## config.mk

```make
export PLATFORM = sky130hd
export DESIGN_NAME = pulse_measure
export DESIGN_NICKNAME = d
export VERILOG_FILES = /design/src/rtl/pulse_measure.sv
export SDC_FILE = /design/constraint.sdc
export NUM_CORES = 1
export LEC_CHECK = 0
export ABC_AREA = 1
export CAP_MARGIN = 20
export CORE_ASPECT_RATIO = 1.5
export CORE_MARGIN = 2
export CORE_UTILIZATION = 25
export DETAILED_ROUTE_END_ITERATION = 8
export PLACE_DENSITY = 0.43
export SYNTH_ARGS = -nofsm -noshare
export SYNTH_HDL_FRONTEND = slang
export SYNTH_SLANG_ARGS = --single-unit
```

## constraint.sdc

```tcl
create_clock -name clk -period 2 [get_ports clk]
set_clock_uncertainty 0.15 [all_clocks]
set_input_delay 0.4 -clock clk [delete_from_list [all_inputs] [get_ports clk]]
set_output_delay 0.4 -clock clk [all_outputs]
set_load 0.02 [all_outputs]
```

## src/rtl/pulse_measure.sv

```systemverilog
// pulse_measure: receive-side pulse timing recovery.
//
// Watches a pulse stream that is already synchronous to clk. For every pulse it
// flags the accepted rising edge, measures the high width and the rise-to-rise
// period, all in clk cycles. Both counters saturate at all-ones instead of
// wrapping, and an overflow flag is reported alongside each measurement.
//
// Optional feature (compile-time macro PULSE_MEASURE_GLITCH_EN):
//   Pulses whose high width is below MIN_CYCLES are rejected. A rejected pulse
//   raises glitch for one cycle instead of width_valid, and width/width_ovf keep
//   their previous values. Its rising edge still produces start and a period
//   update. MIN_CYCLES <= 1 disables rejection. Without the macro, every pulse
//   reports width_valid and glitch is tied low.
//
// Parameters:
//   CNT_SIZE     width of the width/period counters and outputs
//   MIN_CYCLES   minimum accepted high width (only with PULSE_MEASURE_GLITCH_EN)
//
// Ports:
//   clk           system clock, rising edge
//   rst_n         asynchronous active-low reset
//   d             pulse input, synchronous to clk
//   start         1-cycle strobe: rising edge of d accepted
//   width         last measured high width, held until the next update
//   width_valid   1-cycle strobe: width updated this cycle
//   width_ovf     width saturated; updated together with width_valid
//   period        last rise-to-rise distance, held until the next update
//   period_valid  1-cycle strobe: period updated this cycle
//   period_ovf    period saturated; updated together with period_valid
//   glitch        1-cycle strobe: pulse rejected as too short

module pulse_measure #(
  parameter int unsigned CNT_SIZE   = 16,
  parameter int unsigned MIN_CYCLES = 2
) (
  input  logic                clk,
  input  logic                rst_n,
  input  logic                d,
  output logic                start,
  output logic [CNT_SIZE-1:0] width,
  output logic                width_valid,
  output logic                width_ovf,
  output logic [CNT_SIZE-1:0] period,
  output logic                period_valid,
  output logic                period_ovf,
  output logic                glitch
);

  localparam logic [CNT_SIZE-1:0] CntMax = '1;
  localparam logic [CNT_SIZE-1:0] CntOne = CNT_SIZE'(1);

`ifdef PULSE_MEASURE_GLITCH_EN
  localparam bit GlitchEn = 1'b1;
`else
  localparam bit GlitchEn = 1'b0;
`endif

  typedef enum logic [0:0] {
    StIdle,
    StHigh
  } state_e;

  state_e              state_q, state_d;
  logic [CNT_SIZE-1:0] wcnt_q, wcnt_d;
  logic [CNT_SIZE-1:0] pcnt_q, pcnt_d;
  logic                seen_q, seen_d;

  logic                start_q, start_d;
  logic [CNT_SIZE-1:0] width_q, width_d;
  logic                width_valid_q, width_valid_d;
  logic                width_ovf_q, width_ovf_d;
  logic [CNT_SIZE-1:0] period_q, period_d;
  logic                period_valid_q, period_valid_d;
  logic                period_ovf_q, period_ovf_d;
  logic                glitch_q, glitch_d;

  // Saturating increments: both counters stick at all-ones until reloaded.
  logic [CNT_SIZE-1:0] wcnt_inc;
  logic [CNT_SIZE-1:0] pcnt_inc;

  assign wcnt_inc = (wcnt_q == CntMax) ? wcnt_q : wcnt_q + CntOne;
  assign pcnt_inc = (pcnt_q == CntMax) ? pcnt_q : pcnt_q + CntOne;

  // A pulse ending now is too short when its sampled high count is below the
  // minimum. wcnt is at least 1 in StHigh, so MIN_CYCLES <= 1 never rejects.
  logic too_short;

`ifdef PULSE_MEASURE_GLITCH_EN
  assign too_short = (MIN_CYCLES > 1) && (32'(wcnt_q) < MIN_CYCLES);
`else
  assign too_short = 1'b0;
`endif

  always_comb begin
    state_d        = state_q;
    wcnt_d         = wcnt_q;
    pcnt_d         = pcnt_inc;
    seen_d         = seen_q;
    start_d        = 1'b0;
    width_d        = width_q;
    width_valid_d  = 1'b0;
    width_ovf_d    = width_ovf_q;
    period_d       = period_q;
    period_valid_d = 1'b0;
    period_ovf_d   = period_ovf_q;
    glitch_d       = 1'b0;

    unique case (state_q)
      StIdle: begin
        if (d) begin
          state_d = StHigh;
          wcnt_d  = CntOne;
          start_d = 1'b1;
          // Period restarts at 1 on the rising edge; the first rise after reset
          // only arms the measurement.
          pcnt_d  = CntOne;
          seen_d  = 1'b1;
          if (seen_q) begin
            period_d       = pcnt_q;
            period_valid_d = 1'b1;
            period_ovf_d   = (pcnt_q == CntMax);
          end
        end
      end

      StHigh: begin
        if (d) begin
          wcnt_d = wcnt_inc;
        end else begin
          state_d = StIdle;
          if (too_short) begin
            glitch_d = 1'b1;
          end else begin
            width_d       = wcnt_q;
            width_valid_d = 1'b1;
            width_ovf_d   = (wcnt_q == CntMax);
          end
        end
      end

      default: begin
        state_d = StIdle;
      end
    endcase
  end

  always_ff @(posedge clk or negedge rst_n) begin
    if (!rst_n) begin
      state_q        <= StIdle;
      wcnt_q         <= '0;
      pcnt_q         <= '0;
      seen_q         <= 1'b0;
      start_q        <= 1'b0;
      width_q        <= '0;
      width_valid_q  <= 1'b0;
      width_ovf_q    <= 1'b0;
      period_q       <= '0;
      period_valid_q <= 1'b0;
      period_ovf_q   <= 1'b0;
      glitch_q       <= 1'b0;
    end else begin
      state_q        <= state_d;
      wcnt_q         <= wcnt_d;
      pcnt_q         <= pcnt_d;
      seen_q         <= seen_d;
      start_q        <= start_d;
      width_q        <= width_d;
      width_valid_q  <= width_valid_d;
      width_ovf_q    <= width_ovf_d;
      period_q       <= period_d;
      period_valid_q <= period_valid_d;
      period_ovf_q   <= period_ovf_d;
      glitch_q       <= glitch_d;
    end
  end

  assign start        = start_q;
  assign width        = width_q;
  assign width_valid  = width_valid_q;
  assign width_ovf    = width_ovf_q;
  assign period       = period_q;
  assign period_valid = period_valid_q;
  assign period_ovf   = period_ovf_q;
  assign glitch       = glitch_q;

`ifndef SYNTHESIS
  // A period is only ever reported on an accepted rising edge.
  a_period_on_start : assert property (@(posedge clk) disable iff (!rst_n)
    period_valid |-> start);

  // Pulse end and pulse start are different FSM states, so they never coincide.
  a_end_not_start : assert property (@(posedge clk) disable iff (!rst_n)
    width_valid |-> !start);

  // A pulse ends either accepted or rejected, never both.
  a_glitch_excl : assert property (@(posedge clk) disable iff (!rst_n)
    glitch |-> (!width_valid && !start));

  // Accepted widths respect the minimum whenever rejection is active.
  a_min_width : assert property (@(posedge clk) disable iff (!rst_n)
    width_valid |-> (!GlitchEn || (MIN_CYCLES <= 1) || (32'(width) >= MIN_CYCLES)));
`endif

endmodule
```

Word-level counts from Yosys, hierarchy flattened

Cells that the tools add are included.
Widths: inputs -> output; s select.

Output and inout port bits: 38
Word-level logic and storage cells: 38
Flip-flop bits (word level): 71
Input port bits: 3

Equal/unequal tests: 5
Reduce and logical (&&, ||, !) cells: 4
Bitwise logic cells: 2
Add/sub/neg operators: 2
Mux-type cells: 14

Operator list:

| kind                  | count |
|---|---|
| $mux 16               | 6 |
| $add 16x1->16 const B | 2 |
| $eq 16x16->1 const B  | 2 |
| $pmux 16 s2           | 1 |
| $mux 1                | 7 |
| $ne 2x2->1 const B    | 3 |
| $reduce_and 3->1      | 2 |
| $reduce_and 2->1      | 2 |
| $not 1->1             | 2 |

Longest topological paths before layout

Gate-level depths: netlist of the first run.

Word-level depth: 4
Mapped depth: 10
Mapped depth without buffers: 10

Least setup slack after synthesis of the first run

Ideal clock, no wire load.

Kind: register to register
Start point: register pcnt_q[0]
End point: register pcnt_q[0]
Slack: 323 ps
Stages on the path, launching flop included: 8
Clock period less this slack: 1,677 ps
Data required time: 1,722 ps
Path buffers: 1
Setup time: 128 ps
Data arrival time: 1,399 ps
Cells stage by stage: dfrtp_1 > ha_1 > nand3_1 > nor2_1 > nand3_1 > clkbuf_1 > a21oi_1 > o21ai_0

Longest elaborated chain between the ends: 4
Elaborated cells between the ends (all ways): 5
Those cells by class: 1 x add/sub; 1 x eq/ne; 3 x mux

Ends and longest elaborated chain:

| what                                          | line | source |
|---|---|---|
| start, declared                               | 65   | `logic [CNT_SIZE-1:0] pcnt_q, pcnt_d;` |
| start signal, assigned                        | 164  | `pcnt_q <= pcnt_d;` |
| $add 16x1->16 or $eq 16x16->1 (tied branches) | 82   | `assign pcnt_inc = (pcnt_q == CntMax) ? pcnt_q : pcnt_q + CntOne;` |
| $mux 16 *                                     | 82   |  |
| $mux 16                                       | 110  | `if (d) begin` |
| $mux 16 *                                     | 108  | `unique case (state_q)` |
| net pcnt_d[0]                                 | 65   |  |

Mark *: on every way through the listed nets, which the timed path passes. The rest lies on a longest branch.
A chain may end at the register's enable or synchronous reset.

Worst setup path after layout of the first run

Start point: register width_q[3], in the netlist width[3]
End point: output port width[3]

RTL lines:

| what                   | line | source |
|---|---|---|
| start, declared        | 69   | `logic [CNT_SIZE-1:0] width_q, width_d;` |
| start signal, assigned | 167  | `width_q <= width_d;` |
| end, declared          | 40   | `output logic [CNT_SIZE-1:0] width,` |

No word-level cell between the ends.

==> results of run 1 <==
-- metrics by stage --
| step | instances | hold slack, ns |
|---|---|---|
| 2_1_floorplan | 423 | -0.04559 |
| 3_3_place_gp | 638 | 0.2325 |
| 3_5_place_dp | 638 | 0.2268 |
| 4_1_cts | 653 | 0.3263 |
| 5_1_grt | 656 | 0.3596 |
| 6_report | 656 | 0.3224 |
-- cell usage in the layout, fill, tap and decap left out, types with 2 or more instances in the layout --
cell type | netlist | routed
and2_1 | 2 | 2
nand2_1 | 126 | 125
inv_1 | 43 | 43
buf_12 | 0 | 4
nor2_1 | 39 | 39
clkdlybuf4s50_1 | 0 | 38
nor2_2 | 5 | 3
clkbuf_16 | 0 | 9
inv_2 | 3 | 3
buf_4 | 2 | 24
nand2_2 | 1 | 2
a22oi_1 | 2 | 2
dfrtp_1 | 71 | 71
o21ai_2 | 3 | 3
o21ai_1 | 9 | 10
o21ai_0 | 36 | 35
nand4_1 | 9 | 9
nor3_1 | 3 | 3
a21oi_1 | 5 | 5
clkbuf_1 | 5 | 4
xor2_1 | 10 | 10
nand3_1 | 34 | 34
nor2_4 | 2 | 6
-- worst paths after layout --
| path | slack [ns] | start | endpoint |
|---|---|---|---|
| max in group asynchronous | 0.73 | rst_n | width[1] |
| min reg2reg | 0.32 | period[2] | period[2] |
| min | 0.32 | period[2] | period[2] |
| max reg2reg | 0.16 | pcnt_q[0] | pcnt_q[1] |
| max | 0.13 | width[3] | width[3] |
| min in group asynchronous | 0.41 | rst_n | width[11] |
-- per-layer routing --
metal	routed length, µm	track usage, %
met5	0	0
met4	199	6.027
met3	236	3.283
met2	5045	23.55
met1	3597	13.95
-- power groups by stage --
stage	sequential [mW]	clock [mW]	combinational [mW]
2_1_floorplan	1.66	0	0.185
3_3_place_gp	1.61	0	0.469
3_5_place_dp	1.61	0	0.475
4_1_cts	1.58	1.46	0.478
5_1_grt	1.59	1.53	0.540
6_report	1.58	1.41	0.490
-- sequential cells by signal, summed over array words and instances (netlist names) --
| name | count |
|---|---|
| period_ovf | 1 |
| state_q | 1 |
| wcnt_q | 16 |
| period_valid | 1 |
| pcnt_q | 16 |
| width | 16 |
| start | 1 |
| period | 16 |
| width_valid | 1 |
| width_ovf | 1 |
| seen_q | 1 |
-- cell families after synthesis --
logic type,after synthesis
XOR/XNOR,11
other,1
adder cells (fa/ha/maj),2
AND/OR/NAND/NOR,224
buffers and inverters,59
flip-flops,71
AO/OA/AOI/OAI,55
-- cell type report --
cell class,instances,share of cell area (%)
Sequential cell,71,39.69
Multi-Input combinational cell,295,31.75
Timing Repair Buffer,68,14.65
Clock buffer,13,5.366
Tap cell,162,4.528
Inverter,46,3.857
Clock inverter,1,0.1677
-- timing repair --
action | 4_1_cts | 5_1_grt
hold buffers | 1 | 0
setup endpoints to repair | 0 | 15
buffers inserted | 0 | 1
gates resized for setup | 0 | 5
endpoints found under the hold margin | 15 | 0
-- worst register-to-register path: cells and delay by family, from the launching register on --
family	cells	cell delay (ns)
simple gates	6	0.88
fa+ha+maj	1	0.20
flops	1	0.36
buf+inv	1	0.14
==> impl_results.md, run 1 <==
* Die area at approximately 15000 µm²
* Pin count of the biggest net entering global routing at 36
* Post-DR vias/cell at between 4 and 5
* Core ar. at 13400 µm²
* Synth Warn # at 0
* Dominant cell type by area after synthesis: dfrtp_1
* Worst Path Buf+Inv at 1
* Synth async-reset ratio at 100.0%
* Yosys top cell area share at 52.11%
* Global-route wire length before repair at 14620 µm
* Final wirelength at 9079 µm
* Seq/Total Area, Yosys at 52.11%
* Tot GR Track Use at between 10% and 20%
* Slowest cell on the critical path: clkdlybuf4s50_1
* Multi-input logic area at 1421 µm²
* Fill cells at 1429
* Adder-Cell Fraction of Synth Area at less than 1%
* Largest family of logic cells by synthesized area: simple AND/OR/NAND/NOR gates
* Total grt overflow at 0
* EDFF count, synth at 0
* Final count of negative-setup-slack endpoints at 0
* Hold Path Class: reg -> reg
* Final Max Tran Viols at 0
* Initial DRC Count at about 110
* WHS Path Cells at 2
* PwrDens at 776.9 nW/µm²
* Flops & latches, synth at between 70 and 80
* Worst-skew pair later-pin latency at 0.33 ns
* Primary FF master, synth: dfrtp_1
* CTS H-tree lvls at 3
* Mux share of post-synthesis cell area at 0%
* Synth Area in Compound Gates at 8.550%
* Register area at between 1500 and 2000 µm²
* Synth top area cells: dfrtp_1 (52%), nand2_1 (14%), o21ai_0 (5.3%), nand3_1 (5.0%), inv_1 (4.7%)
* Worst setup margin at 0.1322 ns
* Cells on worst reg2reg path at 8
* Post-synth net total at 428
* DP Worst Slack at 0.03632 ns
* Run status: finished, final reports clean
* Fin crit period at about 1.9 ns
* Top achievable clock speed at 535.4 MHz
* GP Congestion at 0.7889
* Die X-Extent at 99.35 µm
* CTS buffer count at 9
* Crit-path max cell delay at 0.61 ns
* Antenna violations before repair at 0
* Worst EP arrival at 1.32 ns
* Top Ports at 41
* Share of cells above drive strength 1 at about an eighth
* Clock Sinks at 71
* I/O Buffers at 39
* Initial DRT Pass Iterations at 5
* CP required at 1.45 ns
* Total power draw at 3.478 mW
* Cell family with most CP delay: buffers and inverters
* TritonCTS clock tree: yes
* Clock slew at reported path FFs at 0.05 ns
* Critical Path Start Type: flop
* Finished Core Util at 33.40%
* Antenna-violating nets left at 0
* Post-Synth Simple-Gate Area at 28.37%
* XOR/XNOR share of the synthesized area at 2.826%
* Clock power share at 40.4%
* Most common library cells after synthesis: nand2_1 (126), dfrtp_1 (71), inv_1 (43)
* Setup crit end kind: primary output
* Setup_tns at 0 ns
* P&R area growth vs syn at 31.30%
* Post-synthesis cell count at 423
* Vias in the first global route at between 2000 and 3000
* Routed via count at 2897
* Comb power frac at between 10% and 20%
* Nets at 496
* DRC at 0
* Fin area at 4477 µm²
* VDD IR-drop max at 0.3052 mV
* Hold Vio Cnt, Final at 0
* Unique cell type count in the Yosys netlist at 28
* Placed cell area at 4161 µm²
* Sw frac at 26.53%
* Crit share post-route at 93.39%
* Initial Util at 25.44%
* Die Y at approximately 150 µm
* Synthesized cell area at 3410 µm²
* HPWL after detailed placement at 6651 µm
* RSZ-0062 raised after global routing: false
* CTS max path bufs at 2
* Worst-path fanout max at 2
* Syn Area/Cell at a little over 8 µm²
* CTS Root Cell: clkbuf_16
* Std-Cell Rows at 52
* Switching power at around 0.92 mW
* Count leader, synth: nand2_1
* Crit Path Category: reg -> out
* Leakage at approximately 2 nW
* Ant. Diodes at 0
* # Max-Cap Violations at 0
* Crit path depth at 1
* Sequential Power Share at 45.5%
* Crit-path cells: clkdlybuf4s50_1
* WL per Instance at 13.84 µm
* P_int at 2.555 mW
Power figures use the tool's default switching activity.
==> inputs of run 2 (changes only) <==
- CTS_CLUSTER_SIZE: unset -> 10
==> results of run 2 <==
Final layout, timing and power as in run 1 (identical DEF).
